File: src/rtl/acc_mac_sequencer.sv
// N-tap signed multiply-accumulate sequencer feeding one accumulator-bank entry.
// Define ACC_MAC_SATURATE_EN for saturating accumulation (default: wrap-around).
module acc_mac_sequencer #(
   parameter int unsigned DATA_W    = 32,
   parameter int unsigned ADDR_W    = 8,
   parameter int unsigned ACC_SEL_W = 5
) (
   input  logic                 clk,
   input  logic                 reset,
   input  logic                 start,
   input  logic [ADDR_W-1:0]    tap_count,
   input  logic [ADDR_W-1:0]    coef_base,
   input  logic [ADDR_W-1:0]    sample_base,
   input  logic [ACC_SEL_W-1:0] acc_sel,
   output logic                 mem_rd_en,
   output logic [ADDR_W-1:0]    coef_addr,
   output logic [ADDR_W-1:0]    sample_addr,
   input  logic [DATA_W-1:0]    coef_data,
   input  logic [DATA_W-1:0]    sample_data,
   output logic                 acc_wr_en,
   output logic [ACC_SEL_W-1:0] acc_wr_sel,
   output logic [DATA_W-1:0]    acc_wr_data,
   output logic                 busy,
   output logic                 done
);

   typedef enum logic [1:0] {StIdle, StIssue, StDrain, StWrite} state_e;

   localparam logic [ADDR_W-1:0] AddrOne = ADDR_W'(1);

   state_e                 state_q, state_d;
   logic [ADDR_W-1:0]      n_q, n_d;
   logic [ADDR_W-1:0]      coef_base_q, coef_base_d;
   logic [ADDR_W-1:0]      sample_base_q, sample_base_d;
   logic [ACC_SEL_W-1:0]   sel_q, sel_d;
   logic [ADDR_W-1:0]      idx_q, idx_d;
   logic [ADDR_W-1:0]      idx_nxt;
   logic [DATA_W-1:0]      sum_q, sum_d;
   logic                   rd_pend_q;
   logic [DATA_W-1:0]      prod;
   logic [DATA_W-1:0]      sum_acc;

   logic                   mem_rd_en_d, acc_wr_en_d, busy_d, done_d;
   logic [ADDR_W-1:0]      coef_addr_d, sample_addr_d;
   logic [ACC_SEL_W-1:0]   acc_wr_sel_d;
   logic [DATA_W-1:0]      acc_wr_data_d;

   // Low DATA_W bits of a signed product equal those of the unsigned product.
   assign prod = coef_data * sample_data;

`ifdef ACC_MAC_SATURATE_EN
   logic [DATA_W:0] sum_wide;
   assign sum_wide = {sum_q[DATA_W-1], sum_q} + {prod[DATA_W-1], prod};
   assign sum_acc  = (sum_wide[DATA_W] != sum_wide[DATA_W-1]) ?
                     {sum_wide[DATA_W], {(DATA_W-1){~sum_wide[DATA_W]}}} :
                     sum_wide[DATA_W-1:0];
`else
   assign sum_acc = sum_q + prod;
`endif

   assign idx_nxt = idx_q + AddrOne;

   always_comb begin
      state_d       = state_q;
      n_d           = n_q;
      coef_base_d   = coef_base_q;
      sample_base_d = sample_base_q;
      sel_d         = sel_q;
      idx_d         = idx_q;
      // Read data arrives the cycle after each strobe.
      sum_d         = rd_pend_q ? sum_acc : sum_q;
      mem_rd_en_d   = 1'b0;
      coef_addr_d   = '0;
      sample_addr_d = '0;
      acc_wr_en_d   = 1'b0;
      done_d        = 1'b0;
      acc_wr_sel_d  = '0;
      acc_wr_data_d = '0;

      unique case (state_q)
         StIdle: begin
            if (start) begin
               n_d           = tap_count;
               coef_base_d   = coef_base;
               sample_base_d = sample_base;
               sel_d         = acc_sel;
               idx_d         = '0;
               sum_d         = '0;
               if (tap_count != '0) begin
                  state_d       = StIssue;
                  mem_rd_en_d   = 1'b1;
                  coef_addr_d   = coef_base;
                  sample_addr_d = sample_base;
               end else begin
                  state_d      = StWrite;
                  acc_wr_en_d  = 1'b1;
                  done_d       = 1'b1;
                  acc_wr_sel_d = acc_sel;
               end
            end
         end
         StIssue: begin
            if (idx_q == n_q - AddrOne) begin
               state_d = StDrain;
            end else begin
               idx_d         = idx_nxt;
               mem_rd_en_d   = 1'b1;
               coef_addr_d   = coef_base_q + idx_nxt;
               sample_addr_d = sample_base_q + idx_nxt;
            end
         end
         StDrain: begin
            state_d       = StWrite;
            acc_wr_en_d   = 1'b1;
            done_d        = 1'b1;
            acc_wr_sel_d  = sel_q;
            acc_wr_data_d = sum_d;
         end
         StWrite: begin
            state_d = StIdle;
         end
         default: state_d = StIdle;
      endcase

      busy_d = (state_d != StIdle);
   end

   always_ff @(posedge clk) begin
      if (reset) begin
         state_q       <= StIdle;
         n_q           <= '0;
         coef_base_q   <= '0;
         sample_base_q <= '0;
         sel_q         <= '0;
         idx_q         <= '0;
         sum_q         <= '0;
         rd_pend_q     <= 1'b0;
         mem_rd_en     <= 1'b0;
         coef_addr     <= '0;
         sample_addr   <= '0;
         acc_wr_en     <= 1'b0;
         acc_wr_sel    <= '0;
         acc_wr_data   <= '0;
         busy          <= 1'b0;
         done          <= 1'b0;
      end else begin
         state_q       <= state_d;
         n_q           <= n_d;
         coef_base_q   <= coef_base_d;
         sample_base_q <= sample_base_d;
         sel_q         <= sel_d;
         idx_q         <= idx_d;
         sum_q         <= sum_d;
         rd_pend_q     <= mem_rd_en;
         mem_rd_en     <= mem_rd_en_d;
         coef_addr     <= coef_addr_d;
         sample_addr   <= sample_addr_d;
         acc_wr_en     <= acc_wr_en_d;
         acc_wr_sel    <= acc_wr_sel_d;
         acc_wr_data   <= acc_wr_data_d;
         busy          <= busy_d;
         done          <= done_d;
      end
   end

endmodule

File: config.mk
export PLATFORM = sky130hd
export DESIGN_NAME = acc_mac_sequencer
export DESIGN_NICKNAME = d
export VERILOG_FILES = /design/src/rtl/acc_mac_sequencer.sv
export SDC_FILE = /design/constraint.sdc
export NUM_CORES = 1
export LEC_CHECK = 0
export CORE_MARGIN = 2
export CORE_UTILIZATION = 27
export CTS_CLUSTER_DIAMETER = 50
export DETAILED_ROUTE_END_ITERATION = 8
export HOLD_SLACK_MARGIN = 0.12
export MAX_ROUTING_LAYER = met4
export PLACE_DENSITY = 0.42
export SYNTH_ARGS = -nofsm -noshare
export SYNTH_HDL_FRONTEND = slang
export SYNTH_SLANG_ARGS = --single-unit
export TNS_END_PERCENT = 30
File: constraint.sdc
create_clock -name clk -period 8.8 [get_ports clk]
set_clock_uncertainty 0.15 [all_clocks]
set_input_delay 0.88 -clock clk [delete_from_list [all_inputs] [get_ports clk]]
set_output_delay 0.88 -clock clk [all_outputs]
set_load 0.02 [all_outputs]
==> results of run 1 <==
==> placed cells by master, fill, tap and decap left out, types with 6 or more instances in the layout <==
cell,netlist,final
a21o_1,14,14
a21oi_1,65,65
a22o_1,9,9
a22oi_1,9,9
a2bb2oi_1,7,7
a31oi_1,11,11
and2_1,318,318
and3_1,7,7
buf_4,1,80
clkbuf_16,0,17
clkdlybuf4s50_1,0,152
dfxtp_1,128,127
diode_2,0,8
fa_1,440,440
ha_1,140,140
inv_1,512,512
mux2i_1,15,15
nand2_1,273,273
nand2b_1,7,7
nand3_1,6,6
nand3b_1,6,6
nor2_1,116,116
nor2b_1,7,7
nor3_1,7,7
o21a_1,8,8
o21ai_0,26,26
o21bai_1,6,6
or3_1,8,8
xnor2_1,80,80
xor2_1,26,26
==> flip-flops by register name (all words and copies together), names as in the netlist, 2 cells and up <==
signal         count
acc_wr_data       32
sum_q             32
coef_addr          8
coef_base_q        8
idx_q              8
n_q                8
sample_addr        8
sample_base_q      8
acc_wr_sel         5
sel_q              5
state_q            2
==> routing by layer <==
metal  track usage, %  up-vias  routed length, um
li1                 -     7519                  -
met1             23.8     8273              32100
met2             28.1      278              31900
met3             2.90       56               2910
met4             3.25        0               1010
met5                -        -                  0
==> layout make-up <==
type / count / area, sq um / area share (%)
antenna: 8 / 20.0 / 0.0782
clock buffer: 18 / 429 / 1.68
clock inverter: 14 / 154 / 0.601
inverter: 512 / 1920 / 7.51
multi-input combinational: 1677 / 17000 / 66.3
sequential: 128 / 2560 / 10.0
tap: 1060 / 1330 / 5.18
timing repair buffer: 236 / 2200 / 8.61
==> metrics by stage <==
step	std cells	util, %	worst slack (ns)
2_1_floorplan	2438	-	1.00
3_3_place_gp	3613	31.1	0.143
3_5_place_dp	3613	31.1	0.181
4_1_cts	3645	31.8	0.626
5_1_grt	3653	31.8	0.309
6_report	3653	31.8	0.675
==> worst paths after layout <==
kind | from | end | slack, ns | depth (start not counted)
max reg2reg | sum_q[21]$_SDFF_PP0_ | acc_wr_data[30]$_SDFF_PP0_ | 1.62 | 23
max | coef_data[7] | acc_wr_data[30]$_SDFF_PP0_ | 0.68 | 25
min reg2reg | mem_rd_en$_SDFF_PP0_ | rd_pend_q$_SDFF_PP0_ | 0.31 | 1
min | mem_rd_en$_SDFF_PP0_ | rd_pend_q$_SDFF_PP0_ | 0.31 | 1
==> critical path, stage by stage <==
cell and delay [ns]:
clkdlybuf4s50_1 0.74, buf_4 0.30, nand2_1 0.11, fa_1 0.55, inv_1 0.06, fa_1 0.46
fa_1 0.50, inv_1 0.05, fa_1 0.47, inv_1 0.05, fa_1 0.46, ha_1 0.30
fa_1 0.49, inv_1 0.05, fa_1 0.51, inv_1 0.06, ha_1 0.37, and3_1 0.21
and3_1 0.19, and3_1 0.17, nand3_1 0.16, a211oi_1 0.49, o211ai_1 0.27, a211o_1 0.31
o311ai_1 0.09
==> kinds of logic after synthesis <==
| logic type | Yosys count |
|---|---|
| muxes | 16 |
| AOI/OAI and AO/OA | 197 |
| adders and majority gates | 580 |
| DFF | 128 |
| buffers and inverters | 633 |
| xor gates and xnor gates | 107 |
| and+or+nand+nor | 777 |
==> results.toml, run 1 <==
[outcome]
status = "complete, no violations"

[route]
via_per_inst = 4.41
post_drt_wl_per_cell_um = 18.6
drc = 0
dr.pass1.iters = 5
drtAntennaViolNets = 0
vias = 16100
drtIter0Drc = 808
drt_wl_total_um = 68000

[worst_setup_path]
crit_type = "primary input to flop"
cp.required_ns = 9.00
critPathMaxFanout = 10
end_kind = "flop"
cp-start-kind = "primary input"
arrival_ns = 8.33

[yosys]
synth_top_area_share_pct = 40.2
synthMuxAreaShare_pct = 0.736
yosysTopAreaCell = "fa_1"
netlist_top_cells_count = "512 x inv_1, 440 x fa_1, 318 x and2_1, 273 x nand2_1, 140 x ha_1"
synth_seq_cells = 128
synth_warnings = 0
synth_most_common_cell = "inv_1"
synth-compound-area-share_pct = 6.29
synthFlopType = "dfxtp_1"
synth_top_family_by_area = "adder cells"
yosysSeqAreaShare_pct = 11.7
synth_edf_count = 0
syn_inst = 2438
avgSynthCellArea_sq_um = 8.99
synth_fa_ha_area_share_pct = 48.2
synth-simple-area-share_pct = 17.9
syn_area_sq_um = 21900
synth.distinct_cells = 72
yosys.area_share.xor_xnor_pct = 4.34
synthTopCellsByArea = "fa_1 40%, dfxtp_1 12%, and2_1 9.1%"
async_flop_share_pct = 0
syn_nets = 3114

[global_routing]
grt_pass1_vias = 18200
grt_max_degree = 46
grt_usage_pct = 17.6
grt_overflow_total = 0
grt_pass1_wl_um = 109000
antenna_found_initial = 11

[placed_design]
port_buffers = 152
globalplace.congestion = 0.822
dpl.hpwl_um = 57800
dpl-instance-area_sq_um = 25000

[clocking]
cts_hold_buf = 0
tritoncts = "built"
clockRootBuffer = "clkbuf_16"
clkLatencyLatePin_ns = 0.46
clk_path_buf_depth = 2
cts_buffers = 17
cts_sinks = 128
path_clk_slew_ns = 0.07
cts_setup_buffers = 0
htreeDepth = 4
cts_resized = 0

[sta]
rsz0062_at_grt = "false"
setup_tns_ns = 0
fmax_mhz = 123
post-route-period-util_pct = 92.3
setup_viol = 0
period_needed_ns = 8.12
tightest_slew_ns = 1.07
fin_hold_ws_ns = 0.306
hold_viol_final = 0
report.final.slew_viol_count = 0
slew_headroom_pct = 28.4

[die]
dieWidth_um = 289
start_util_pct = 27.3
ios = 153
die_area_sq_um = 83500
std_cell_rows = 104
core_sq_um = 80400
die_h_um = 289

[cells_and_area]
areaGrowthSynthToFinish_pct = 16.8
layout-drive-gt1-share_pct = 5.18
finalInstanceArea_sq_um = 25600
fillers = 8505
fin_nets = 3248

[min_path]
hold_class = "flop to flop"

[run]
maxCapViolations = 0
Power of run 1 is not shown: default switching activity piles up to over one toggle a cycle in this logic, so the estimate is an artifact.
==> run 2: changes to the inputs <==
- ABC_AREA: default -> 1
- CORE_ASPECT_RATIO: default -> 2
==> results.toml, run 2 <==
[worst_setup_path]
end_kind = "flop"
crit_path_frequent_cell = "fa_1"
crit_type = "primary input to flop"
path_buf_inv = 8
critPathMaxFanout = 10
cp.required_ns = 8.95
cp-start-kind = "primary input"
path_delay_family = "adder cells"
cp_slowest_cell = "clkdlybuf4s50_1"
critPathMaxStageDelay_ns = 0.86
arrival_ns = 8.16

[sta]
post-route-period-util_pct = 91.0
period_needed_ns = 8.01
tightest_slew_ns = 0.829
hold_viol_final = 0
setup_viol = 0
report.final.slew_viol_count = 0
slew_headroom_pct = 44.1
rsz0062_at_grt = "false"
fmax_mhz = 125
setup_tns_ns = 0

[route]
drtAntennaViolNets = 0
drc = 0
vias = 18300
drt_wl_total_um = 79800
drtIter0Drc = 663
post_drt_wl_per_cell_um = 18.7
via_per_inst = 4.29
dr.pass1.iters = 5

[yosys]
synthFlopType = "dfxtp_1"
netlist_top_cells_count = "927 x inv_1, 780 x nand2_1, 440 x fa_1, 140 x ha_1, 135 x nor2_1"
synth.distinct_cells = 49
syn_inst = 3053
synth_top_family_by_area = "adder cells"
synthMuxAreaShare_pct = 0.263
synth_most_common_cell = "inv_1"
synth_warnings = 0
syn_nets = 3729
async_flop_share_pct = 0
yosysTopAreaCell = "fa_1"
avgSynthCellArea_sq_um = 7.49
synth_seq_cells = 128
synth-simple-area-share_pct = 18.3
synth_fa_ha_area_share_pct = 46.2
synth_top_area_share_pct = 38.5
yosysSeqAreaShare_pct = 11.2
syn_area_sq_um = 22900
synthTopCellsByArea = "fa_1 39%, inv_1 15%, nand2_1 13%"
synth_edf_count = 0
yosys.area_share.xor_xnor_pct = 2.21
synth-compound-area-share_pct = 4.15

[cells_and_area]
layout_common_cells = "927 x inv_1, 780 x nand2_1, 440 x fa_1, 151 x clkdlybuf4s50_1, 140 x ha_1"
fin_nets = 3862
areaGrowthSynthToFinish_pct = 16.5
final_common_cell = "inv_1"
fin_cells = 4266
final_core_util_pct = 31.8
layout-drive-gt1-share_pct = 4.85
fillers = 9125
reg.largest.list = "acc_wr_data x32, sum_q x32"

[clocking]
tritoncts = "built"
htreeDepth = 4
cts_setup_buffers = 0
clockRootBuffer = "clkbuf_16"
cts_sinks = 128
cts_hold_buf = 0
clk_path_buf_depth = 2
path_clk_slew_ns = 0.06
cts_buffers = 17
cts_resized = 0
clkLatencyLatePin_ns = 0.43

[global_routing]
grt_pass1_wl_um = 123000
antenna_found_initial = 4
grt_max_degree = 48
grt_usage_pct = 19.6
grt_overflow_total = 0
grt_pass1_vias = 20900

[min_path]
hold_class = "flop to flop"

[run]
maxCapViolations = 0

[placed_design]
dpl.hpwl_um = 70100
placed_cells = 4231
globalplace.congestion = 0.868
port_buffers = 152

[die]
ios = 153
std_cell_rows = 150
die_h_um = 415
dieWidth_um = 210
die_area_sq_um = 87100
core_sq_um = 83700
start_util_pct = 27.3

[outcome]
status = "complete, no violations"
run 2: cell count changes after synthesis, moves of 17 or more:
cell | before | now
nand3_1 | 6 | 79
o21ai_0 | 26 | 55
nand2_1 | 273 | 780
and2_1 | 318 | 0
nor2_1 | 116 | 135
inv_1 | 512 | 927
clkbuf_1 | 106 | 89
xnor2_1 | 80 | 19
run 2: layer usage:
metal / wire length [um] / up-vias / part of all wire [%] / global-route usage [%]
met4: 3120 / 0 / 3.9 / 7.39
met2: 48200 / 322 / 60 / 41.0
met3: 2010 / 106 / 2.5 / 1.75
met5: 0 / - / 0 / -
met1: 26500 / 9011 / 33 / 17.7
li1: - / 8872 / - / -
run 2: stage by stage:
| step | hold WS [ns] | worst slack (ns) | area [sq um] |
|---|---|---|---|
| final | 0.287 | 0.792 | 26600 |
| after global routing | 0.323 | 0.385 | 26600 |
| after CTS | 0.285 | 0.722 | 26600 |
| after detailed placement | 0.269 | 0.290 | 26000 |
| after global placement | 0.271 | 0.367 | 26000 |
| after floorplan | 0.293 | 1.32 | 22900 |
run 2: layout make-up:
cell class | count | area [sq um] | area share (%)
multi-input cells | 1862 | 16200 | 61.0
inverters | 933 | 3510 | 13.2
flip-flops and latches | 128 | 2560 | 9.63
repair buffers | 244 | 2340 | 8.81
well taps | 1064 | 1330 | 5.00
clock buffers | 20 | 467 | 1.75
clock inverters | 11 | 153 | 0.573
diodes | 4 | 10.0 | 0.0376
run 2: path summary, 6_finish.rpt:
check,start,endpoint,slack [ns],depth (start not counted)
worst min register to register,mem_rd_en$_SDFF_PP0_,rd_pend_q$_SDFF_PP0_,0.29,2
worst max-delay path,coef_data[14],acc_wr_data[30]$_SDFF_PP0_,0.79,28
worst min-delay path,mem_rd_en$_SDFF_PP0_,rd_pend_q$_SDFF_PP0_,0.29,2
worst max register to register,sum_q[17]$_SDFF_PP0_,acc_wr_data[30]$_SDFF_PP0_,1.86,25
run 2: cell families (layout without fill, tap and decap cells):
logic type	Yosys count	in the layout
XOR/XNOR	56	56
AO/OA/AOI/OAI	175	175
multiplexers	6	6
adder cells (fa/ha/maj)	580	580
AND/OR/NAND/NOR	1045	1045
other	0	4
flip-flops	128	128
buffers and inverters	1063	1208
run 2: worst register-to-register path, cell delays in order (launching register included):
cell     delay (ns)
dfxtp_1        0.35
fa_1           0.52
fa_1           0.46
fa_1           0.51
inv_1          0.07
fa_1           0.54
inv_1          0.05
fa_1           0.50
inv_1          0.05
fa_1           0.53
inv_1          0.05
fa_1           0.48
inv_1          0.05
fa_1           0.50
inv_1          0.05
ha_1           0.40
nand2_1        0.10
nor3_1         0.26
nand4_1        0.17
nand3_1        0.23
nand2_1        0.08
nand3_1        0.16
a21oi_1        0.10
xor2_1         0.15
o21ai_0        0.23
nor2_1         0.07
Power of run 2 is left out for the same reason.
==> run 3: changes to the inputs <==
- CORE_MARGIN: 2 -> default
- PLACE_DENSITY: 0.42 -> default
- PLACE_DENSITY_LB_ADDON: default -> 0.05
- SLEW_MARGIN: default -> 10
==> results.toml, run 3 (synthesis gave the netlist of run 2 again) <==
[route]
drtIter0Drc = 592
drtAntennaViolNets = 0
via_per_inst = 4.31
drc = 0
post_drt_wl_per_cell_um = 18.9
dr.pass1.iters = 4
drt_wl_total_um = 80800
vias = 18400

[clocking]
path_clk_slew_ns = 0.05
cts_sinks = 128
htreeDepth = 4
tritoncts = "built"
clk_path_buf_depth = 3
clkLatencyLatePin_ns = 0.49
cts_resized = 0
cts_hold_buf = 0
cts_buffers = 25
cts_setup_buffers = 0
clockRootBuffer = "clkbuf_16"

[worst_setup_path]
cp.depth = 25
path_buf_inv = 7
worst_r2r_endpoint = "acc_wr_data[26]$_SDFF_PP0_"
crit_end = "sum_q[29]$_SDFF_PP0_"
r2r_cells = 25
cp-start-kind = "primary input"
r2r-start = "sum_q[18]$_SDFF_PP0_"
end_kind = "flop"
cp.required_ns = 9.00
cp_slowest_cell = "clkdlybuf4s50_1"
critPathMaxStageDelay_ns = 0.75
critPathMaxFanout = 10
r2r_slack_ns = 1.62
path_delay_family = "adder cells"
crit_type = "primary input to flop"
setup.worst_path.start = "coef_data[11]"
arrival_ns = 8.35
crit_path_frequent_cell = "fa_1"

[sta]
post-route-period-util_pct = 92.6
setup_tns_ns = 0
tightest_slew_ns = 1.08
hold_viol_final = 0
period_needed_ns = 8.15
slew_headroom_pct = 27.9
report.final.slew_viol_count = 0
fmax_mhz = 123
setup_viol = 0
rsz0062_at_grt = "false"

[cells_and_area]
multi_input_area_sq_um = 16200
seqCellArea_sq_um = 2560
areaGrowthSynthToFinish_pct = 17.1
fin_nets = 3874
final_core_util_pct = 32.0
layout_common_cells = "927 x inv_1, 780 x nand2_1, 440 x fa_1, 151 x clkdlybuf4s50_1, 140 x ha_1"
final_common_cell = "inv_1"
layout-drive-gt1-share_pct = 4.90
fillers = 9091
reg.largest.list = "acc_wr_data x32, sum_q x32"

[placed_design]
globalplace.congestion = 0.861
dpl.hpwl_um = 71600
port_buffers = 152

[die]
die_h_um = 413
die_area_sq_um = 85900
start_util_pct = 27.3
std_cell_rows = 150
dieWidth_um = 208
ios = 153
core_sq_um = 83700

[global_routing]
grt_pass1_vias = 20900
antenna_found_initial = 1
grt_max_degree = 48
grt_pass1_wl_um = 125000
grt_usage_pct = 20.3
grt_overflow_total = 0

[min_path]
hold_class = "flop to flop"

[outcome]
status = "complete, no violations"

[run]
maxCapViolations = 0
run 3: cell count changes in the layout (fill, tap and decap cells not counted), sizes merged:
cell | before | now
diode | 4 | 1
buf | 93 | 97
inv | 935 | 932
clkinvlp | 3 | 0
clkbuf | 20 | 30
bufinv | 3 | 1
clkinv | 3 | 2
run 3: through the flow:
step | worst slack (ns) | hold WS [ns] | cells | instance area [sq um]
CTS | 0.538 | 0.286 | 4267 | 26800
global placement | 0.0562 | 0.289 | 4235 | 26100
finish | 0.653 | 0.287 | 4268 | 26800
detailed placement | 0.0533 | 0.283 | 4235 | 26100
floorplan | 1.32 | 0.293 | 3053 | 22900
global route | 0.233 | 0.306 | 4268 | 26800
run 3: layer usage:
metal,track usage (%),share of wire [%],wire [um],vias up
met5,-,0,0,-
met4,9.07,4.9,3920,0
met3,1.81,2.4,1980,134
met2,41.4,59,47600,315
met1,18.7,34,27300,9043
li1,-,-,-,8888
run 3: worst min-delay path by stage:
stage / start / to / slack [ns] / cells after the start
final: mem_rd_en$_SDFF_PP0_ / rd_pend_q$_SDFF_PP0_ / 0.29 / 2
after CTS: mem_rd_en$_SDFF_PP0_ / rd_pend_q$_SDFF_PP0_ / 0.29 / 2
after detailed placement: mem_rd_en$_SDFF_PP0_ / rd_pend_q$_SDFF_PP0_ / 0.28 / 2
after global placement: mem_rd_en$_SDFF_PP0_ / rd_pend_q$_SDFF_PP0_ / 0.29 / 2
after floorplan: n_q[1]$_SDFFE_PP0P_ / n_q[1]$_SDFFE_PP0P_ / 0.29 / 2
after global routing: mem_rd_en$_SDFF_PP0_ / rd_pend_q$_SDFF_PP0_ / 0.31 / 2
run 3: final cells by class:
type | instances | area share [%]
diodes | 1 | 0.00935
clock buffers | 30 | 2.48
clock inverters | 2 | 0.131
inverters | 933 | 13.1
multi-input cells | 1862 | 60.7
flip-flops and latches | 128 | 9.58
well taps | 1064 | 4.97
repair buffers | 248 | 9.01
run 3: tightest hold or removal path, stage by stage (launching register included):
cell and delay [ns]:
dfxtp_1 0.31, inv_1 0.05, nor2_1 0.03
Power of run 3 is left out for the same reason.
